### src/rtl/e_pkg.sv
// Shared types, constants and request-mask helpers for the car sequencer.
// any_above/any_below take zero-extended floor vectors (up to E_MAXF floors).
package e_pkg;

  typedef enum logic [1:0] {
    E_IDLE = 2'd0,
    E_MOVE = 2'd1,
    E_DOOR = 2'd2
  } e_state_t;

  localparam logic E_UP = 1'b1;
  localparam logic E_DN = 1'b0;

  localparam int E_MAXF = 32;

  // Any request strictly above the one-hot floor.
  function automatic logic any_above(
    input logic [E_MAXF-1:0] pend,
    input logic [E_MAXF-1:0] cur
  );
    return |(pend & ~(cur | (cur - 32'd1)));
  endfunction

  // Any request strictly below the one-hot floor.
  function automatic logic any_below(
    input logic [E_MAXF-1:0] pend,
    input logic [E_MAXF-1:0] cur
  );
    return |(pend & (cur - 32'd1));
  endfunction

endpackage

### src/rtl/e_cycle_timer.sv
// Loadable, clearable up-counter with a terminal-count flag.
// Ports: clr_i/ld_i/en_i (priority in that order), ld_val_i, tc_val_i, cnt_o, tc_o.
module e_cycle_timer #(
  parameter int W = 4
) (
  input  logic         clk,
  input  logic         rst,
  input  logic         clr_i,
  input  logic         en_i,
  input  logic         ld_i,
  input  logic [W-1:0] ld_val_i,
  input  logic [W-1:0] tc_val_i,
  output logic [W-1:0] cnt_o,
  output logic         tc_o
);

  logic [W-1:0] cnt_q;
  logic [W-1:0] cnt_d;

  always_comb begin
    cnt_d = cnt_q;
    if (clr_i)     cnt_d = '0;
    else if (ld_i) cnt_d = ld_val_i;
    else if (en_i) cnt_d = cnt_q + W'(1);
  end

  always_ff @(posedge clk or posedge rst) begin
    if (rst) cnt_q <= '0;
    else     cnt_q <= cnt_d;
  end

  assign cnt_o = cnt_q;
  assign tc_o  = (cnt_q == tc_val_i);

endmodule

### src/rtl/e_car_sequencer.sv
// Single elevator car sequencer: latches floor requests, sweeps up/down,
// times floor-to-floor travel and door dwell with one shared timer.
// Ports: clk, rst (async, high), bts[NFLR] button levels,
//   door_hold (only with E_DOOR_HOLD_EN defined: freezes the dwell),
//   cur_flr[NFLR] one-hot floor, dir (1=up), moving, door_open,
//   pending[NFLR] latched requests not yet serviced.
module e_car_sequencer
  import e_pkg::*;
#(
  parameter int NFLR       = 4,
  parameter int TRAVEL_CYC = 8,
  parameter int DOOR_CYC   = 6
) (
  input  logic            clk,
  input  logic            rst,
  input  logic [NFLR-1:0] bts,
`ifdef E_DOOR_HOLD_EN
  input  logic            door_hold,
`endif
  output logic [NFLR-1:0] cur_flr,
  output logic            dir,
  output logic            moving,
  output logic            door_open,
  output logic [NFLR-1:0] pending
);

  localparam int TMAX =
    (TRAVEL_CYC > DOOR_CYC) ? TRAVEL_CYC : DOOR_CYC;
  localparam int TW = $clog2(TMAX + 1);
  localparam logic [TW-1:0] T_LAST = TW'(TRAVEL_CYC - 1);
  localparam logic [TW-1:0] D_LAST = TW'(DOOR_CYC - 1);

  e_state_t        state_q, state_d;
  logic [NFLR-1:0] flr_q, flr_d;
  logic            dir_q, dir_d;
  logic [NFLR-1:0] pend_q, pend_d;

  logic [NFLR-1:0] req;
  logic [NFLR-1:0] clr;
  logic [NFLR-1:0] nxt_flr;
  logic            at_end;
  logic            hold_w;
  logic            t_clr;
  logic            t_en;
  logic            t_tc;
  logic [TW-1:0]   t_cnt;
  logic [TW-1:0]   t_last;

  logic [E_MAXF-1:0] req_x;
  logic [E_MAXF-1:0] flr_x;
  logic [E_MAXF-1:0] nxt_x;

`ifdef E_DOOR_HOLD_EN
  assign hold_w = door_hold;
`else
  assign hold_w = 1'b0;
`endif

  // Presses on this edge join the latched set before any decision.
  assign req = pend_q | bts;

  // Floor one step toward dir, pinned at the shaft ends.
  assign at_end  = dir_q ? flr_q[NFLR-1] : flr_q[0];
  assign nxt_flr = at_end ? flr_q
                 : (dir_q ? (flr_q << 1) : (flr_q >> 1));

  assign req_x = E_MAXF'(req);
  assign flr_x = E_MAXF'(flr_q);
  assign nxt_x = E_MAXF'(nxt_flr);

  assign t_last = (state_q == E_MOVE) ? T_LAST : D_LAST;

  e_cycle_timer #(
    .W(TW)
  ) u_timer (
    .clk     (clk),
    .rst     (rst),
    .clr_i   (t_clr),
    .en_i    (t_en),
    .ld_i    (1'b0),
    .ld_val_i('0),
    .tc_val_i(t_last),
    .cnt_o   (t_cnt),
    .tc_o    (t_tc)
  );

  always_comb begin
    state_d = state_q;
    flr_d   = flr_q;
    dir_d   = dir_q;
    clr     = '0;
    t_clr   = 1'b0;
    t_en    = 1'b0;
    unique case (state_q)
      E_IDLE: begin
        clr = flr_q;
        if (|(req & flr_q)) begin
          state_d = E_DOOR;
        end else if (any_above(req_x, flr_x) &&
                     (dir_q || !any_below(req_x, flr_x))) begin
          dir_d   = E_UP;
          state_d = E_MOVE;
        end else if (any_below(req_x, flr_x)) begin
          dir_d   = E_DN;
          state_d = E_MOVE;
        end
      end
      E_MOVE: begin
        t_en = 1'b1;
        if (t_tc) begin
          flr_d = nxt_flr;
          t_clr = 1'b1;
          if (|(req & nxt_flr)) begin
            clr     = nxt_flr;
            state_d = E_DOOR;
          end else if (dir_q ? !any_above(req_x, nxt_x)
                             : !any_below(req_x, nxt_x)) begin
            state_d = E_IDLE;
          end
        end
      end
      E_DOOR: begin
        clr = flr_q;
        // A press at this floor restarts the dwell.
        if (|(bts & flr_q)) begin
          t_clr = 1'b1;
        end else if (!hold_w) begin
          if (t_tc) state_d = E_IDLE;
          else      t_en    = 1'b1;
        end
      end
      default: state_d = E_IDLE;
    endcase
    if (state_d != state_q) t_clr = 1'b1;
    pend_d = req & ~clr;
  end

  always_ff @(posedge clk or posedge rst) begin
    if (rst) begin
      state_q <= E_IDLE;
      flr_q   <= NFLR'(1);
      dir_q   <= E_DN;
      pend_q  <= '0;
    end else begin
      state_q <= state_d;
      flr_q   <= flr_d;
      dir_q   <= dir_d;
      pend_q  <= pend_d;
    end
  end

  assign cur_flr   = flr_q;
  assign dir       = dir_q;
  assign moving    = (state_q == E_MOVE);
  assign door_open = (state_q == E_DOOR);
  assign pending   = pend_q;

endmodule

### config.mk
export PLATFORM = sky130hd
export DESIGN_NAME = e_car_sequencer
export DESIGN_NICKNAME = d
export VERILOG_FILES = /design/src/rtl/e_pkg.sv /design/src/rtl/e_cycle_timer.sv /design/src/rtl/e_car_sequencer.sv
export SDC_FILE = /design/constraint.sdc
export NUM_CORES = 1
export LEC_CHECK = 0
export CORE_MARGIN = 10
export CORE_UTILIZATION = 30
export CTS_CLUSTER_SIZE = 40
export DETAILED_ROUTE_END_ITERATION = 10
export GPL_TIMING_DRIVEN = 0
export SLEW_MARGIN = 15
export SYNTH_ARGS = -nofsm -noshare
export SYNTH_HDL_FRONTEND = slang
export SYNTH_HIERARCHICAL = 1
export SYNTH_SLANG_ARGS = --single-unit
### constraint.sdc
create_clock -name clk -period 4.6 [get_ports clk]
set_input_delay 0.92 -clock clk [delete_from_list [all_inputs] [get_ports clk]]
set_output_delay 0.92 -clock clk [all_outputs]
set_load 0.1 [all_outputs]
==> flow_summary.json <==
{
  "worstReg2RegStart": "state_q[1]$_DFF_PP0_",
  "clockBufferDepth": 2,
  "dieArea_um2": 7860,
  "synth_cells": 172,
  "hp-start": "u_timer/cnt_o[3]$_DFFE_PP0P_",
  "synth_edf_count": 0,
  "avgViaCountPerCell": 5.26,
  "grt_pass1_wl_mm": 6.20,
  "rsz0062_at_grt": "false",
  "post_cts.repair.setup_buffers": 0,
  "finalNetCount": 219,
  "pin_count": 17,
  "r2r_slack_ps": 1100,
  "clk-insertion-delay-late_ps": 250,
  "grt_pass1_vias": 1257,
  "slowest_delay_ps": 910,
  "period_share": 0.761,
  "final-hold-violation-count": 0,
  "final_util": 0.382,
  "critPathLaunch": "state_q[1]$_DFF_PP0_",
  "synth_async_sr_flop_share": 1.00,
  "drt_iter0_markers": 48,
  "power_w": 0.000525,
  "yosysMostFrequentCell": "o21ai_0",
  "globalplace.congestion": 0.877,
  "worstSetupPathType": "reg2reg",
  "period_minus_slack_ps": 3500,
  "setup.worst_path.end_class": "flop",
  "synthTopCellsByCount": "o21ai_0, inv_1, dfrtp_1, ha_1, nand2_1",
  "worst_pin_slew_ps": 1050,
  "hold_slack_ps": 629,
  "drv_cap": 0,
  "port_buffers": 16,
  "setup_violations": 0,
  "power_density_nw_per_um2": 307,
  "path_clk_slew_ps": 60,
  "core-area_um2": 4470,
  "synthFlopType": "dfrtp_1",
  "h-tree-depth": 1,
  "tns_ps": 0,
  "num_vias": 1314,
  "finalClockSkew_ps": 2.20,
  "outcome": "finished, final reports clean",
  "antenna_found_initial": 0,
  "post_synth.cell_area_avg_um2": 8.23,
  "numClockSinks": 15,
  "yosysWarningCount": 6,
  "worstPathMaxFanout": 10,
  "cts_tree": "done",
  "chipWidth_um": 88.7,
  "relSlewSlack": 0.294,
  "yosysTopAreaCell": "dfrtp_1",
  "ir_worst_vdd_mv": 0.187,
  "cts.root.buffer_cell": "clkbuf_8",
  "yosys-top-cells-area": "dfrtp_1, ha_1, o21ai_0, inv_1, nand2_1",
  "start_util": 0.316,
  "yosysUniqueCellTypes": 46,
  "path_cells": "inv_1 -> ha_1 -> xor2_1 -> nor4_1 -> nand2_1 -> buf_2 -> nor3_2 -> or3_1 -> o41ai_1 -> a211o_1 -> a21oi_1 -> o21a_1",
  "grt_max_degree": 12,
  "insertedDiodeCount": 0,
  "synth_top_area_share": 0.248,
  "drt_first_pass_iters": 4,
  "syn_area_um2": 1420,
  "ys_seq_elements": 15,
  "wl_per_cell_um": 14.4,
  "remaining_drc_errors": 0,
  "power_leakage_nw": 0.723,
  "drive_gt1_frac": 0.0909,
  "globalRoute.totalOverflow": 0,
  "crit_path_start_kind": "flop",
  "drt-total-wl_mm": 3.60,
  "ctsResizeCount": 0,
  "rows": 24,
  "critical-path-top-delay-family": "simple AND/OR/NAND/NOR gates",
  "track_usage": 0.0987,
  "ys_seq_area_frac": 0.266,
  "ant_nets": 0,
  "crit_arrival_ps": 3690,
  "hp-class": "reg2reg",
  "fmax_mhz": 286,
  "synthToLayoutAreaGrowth_pct": 20.7,
  "die_h_um": 88.7,
  "cts_buffers": 3,
  "cp.buffers_inverters": 2,
  "cp.required_ps": 4790,
  "slew_violations": 0,
  "hpwlAfterDp_mm": 2.83,
  "worst_path_max_delay_cell": "nor4_1",
  "cts-hold-fix-buffers": 0
}
==> placed cells by master (no fill, tap or decap), drive strengths merged, types with 2 or more instances in the layout <==
cell           synthesis  routed
ha                    14      14
a21oi                 10      10
inv                   16      16
o2111ai                2       2
nand2                 14      14
xor2                   5       5
o21ai                 27      27
conb                   2       8
dfrtp                 14      14
a21o                   2       2
o21a                   3       3
o211ai                 2       2
xnor2                  2       2
nand3                  2       2
or2                    3       3
o221ai                 2       2
a211oi                 2       2
a22oi                  2       2
or3                    2       2
clkbuf                 1       5
buf                    6       6
o311ai                 2       2
o41ai                  2       2
nor3                   4       4
o22ai                  2       2
nor2                  12      12
mux2i                  3       3
clkdlybuf4s50          0      16
==> path summary, 6_finish.rpt <==
path,to,depth (start not counted)
max reg2reg,u_timer/cnt_o[2]$_DFFE_PP0P_,12
max,u_timer/cnt_o[2]$_DFFE_PP0P_,12
min in group asynchronous,u_timer/cnt_o[2]$_DFFE_PP0P_,2
min,u_timer/cnt_o[3]$_DFFE_PP0P_,2
max in group asynchronous,cur_flr[0]$_DFFE_PP1P_,2
min reg2reg,u_timer/cnt_o[3]$_DFFE_PP0P_,2
==> worst reg2reg max path: stages (launching register included) <==
cell and delay [ps]:
dfrtp_1 450, inv_1 110, ha_1 290, xor2_1 170
nor4_1 910, nand2_1 160, buf_2 230, nor3_2 240
or3_1 160, o41ai_1 90, a211o_1 350, a21oi_1 140
o21a_1 130
==> cell families after synthesis <==
family / Yosys count / synth area share
compound gates: 63 / 0.293
xor+xnor: 7 / 0.0433
fa+ha+maj: 14 / 0.124
buf+inv: 23 / 0.0858
flops: 15 / 0.266
mux: 4 / 0.0292
other cells: 2 / 0.00531
simple gates: 44 / 0.154
==> registers in the layout, indices dropped and copies added (netlist names) <==
register / cells
cur_flr: 4
dir: 1
pending: 4
state_q: 2
u_timer/cnt_o: 4
==> through the flow <==
step | area [um^2] | setup WS [ps] | std cells
2_1_floorplan | 1440 | 1020 | 178
3_3_place_gp | 1660 | 1110 | 246
3_5_place_dp | 1660 | 1120 | 246
4_1_cts | 1710 | 1100 | 250
5_1_grt | 1710 | 736 | 250
6_report | 1710 | 1100 | 250
==> power breakdown <==
| group | leakage (nW) | internal (W) | switching (W) |
|---|---|---|---|
| combinational | 0.523 | 0.0000899 | 0.000141 |
| sequential | 0.177 | 0.000153 | 0.0000305 |
| clock | 0.0228 | 0.0000614 | 0.0000485 |
| total | 0.723 | 0.000305 | 0.000221 |
==> layer usage <==
layer	routed length [um]	part of all wire	GRT usage	vias up
li1	-	-	-	668
met3	140	0.039	0.0193	4
met5	0	0	0	-
met4	43	0.012	0.0308	0
met2	1670	0.46	0.154	24
met1	1740	0.48	0.133	618
==> final cells by class <==
cell class	instances	area [um^2]
Tap cell	52	65.1
Buffer	7	61.3
Inverter	16	60.1
Multi-Input combinational cell	140	940
Clock buffer	4	45.0
Timing Repair Buffer	16	160
Sequential cell	15	377
Fill cell	460	2770
No activity file was read; power rests on OpenSTA's default activity.
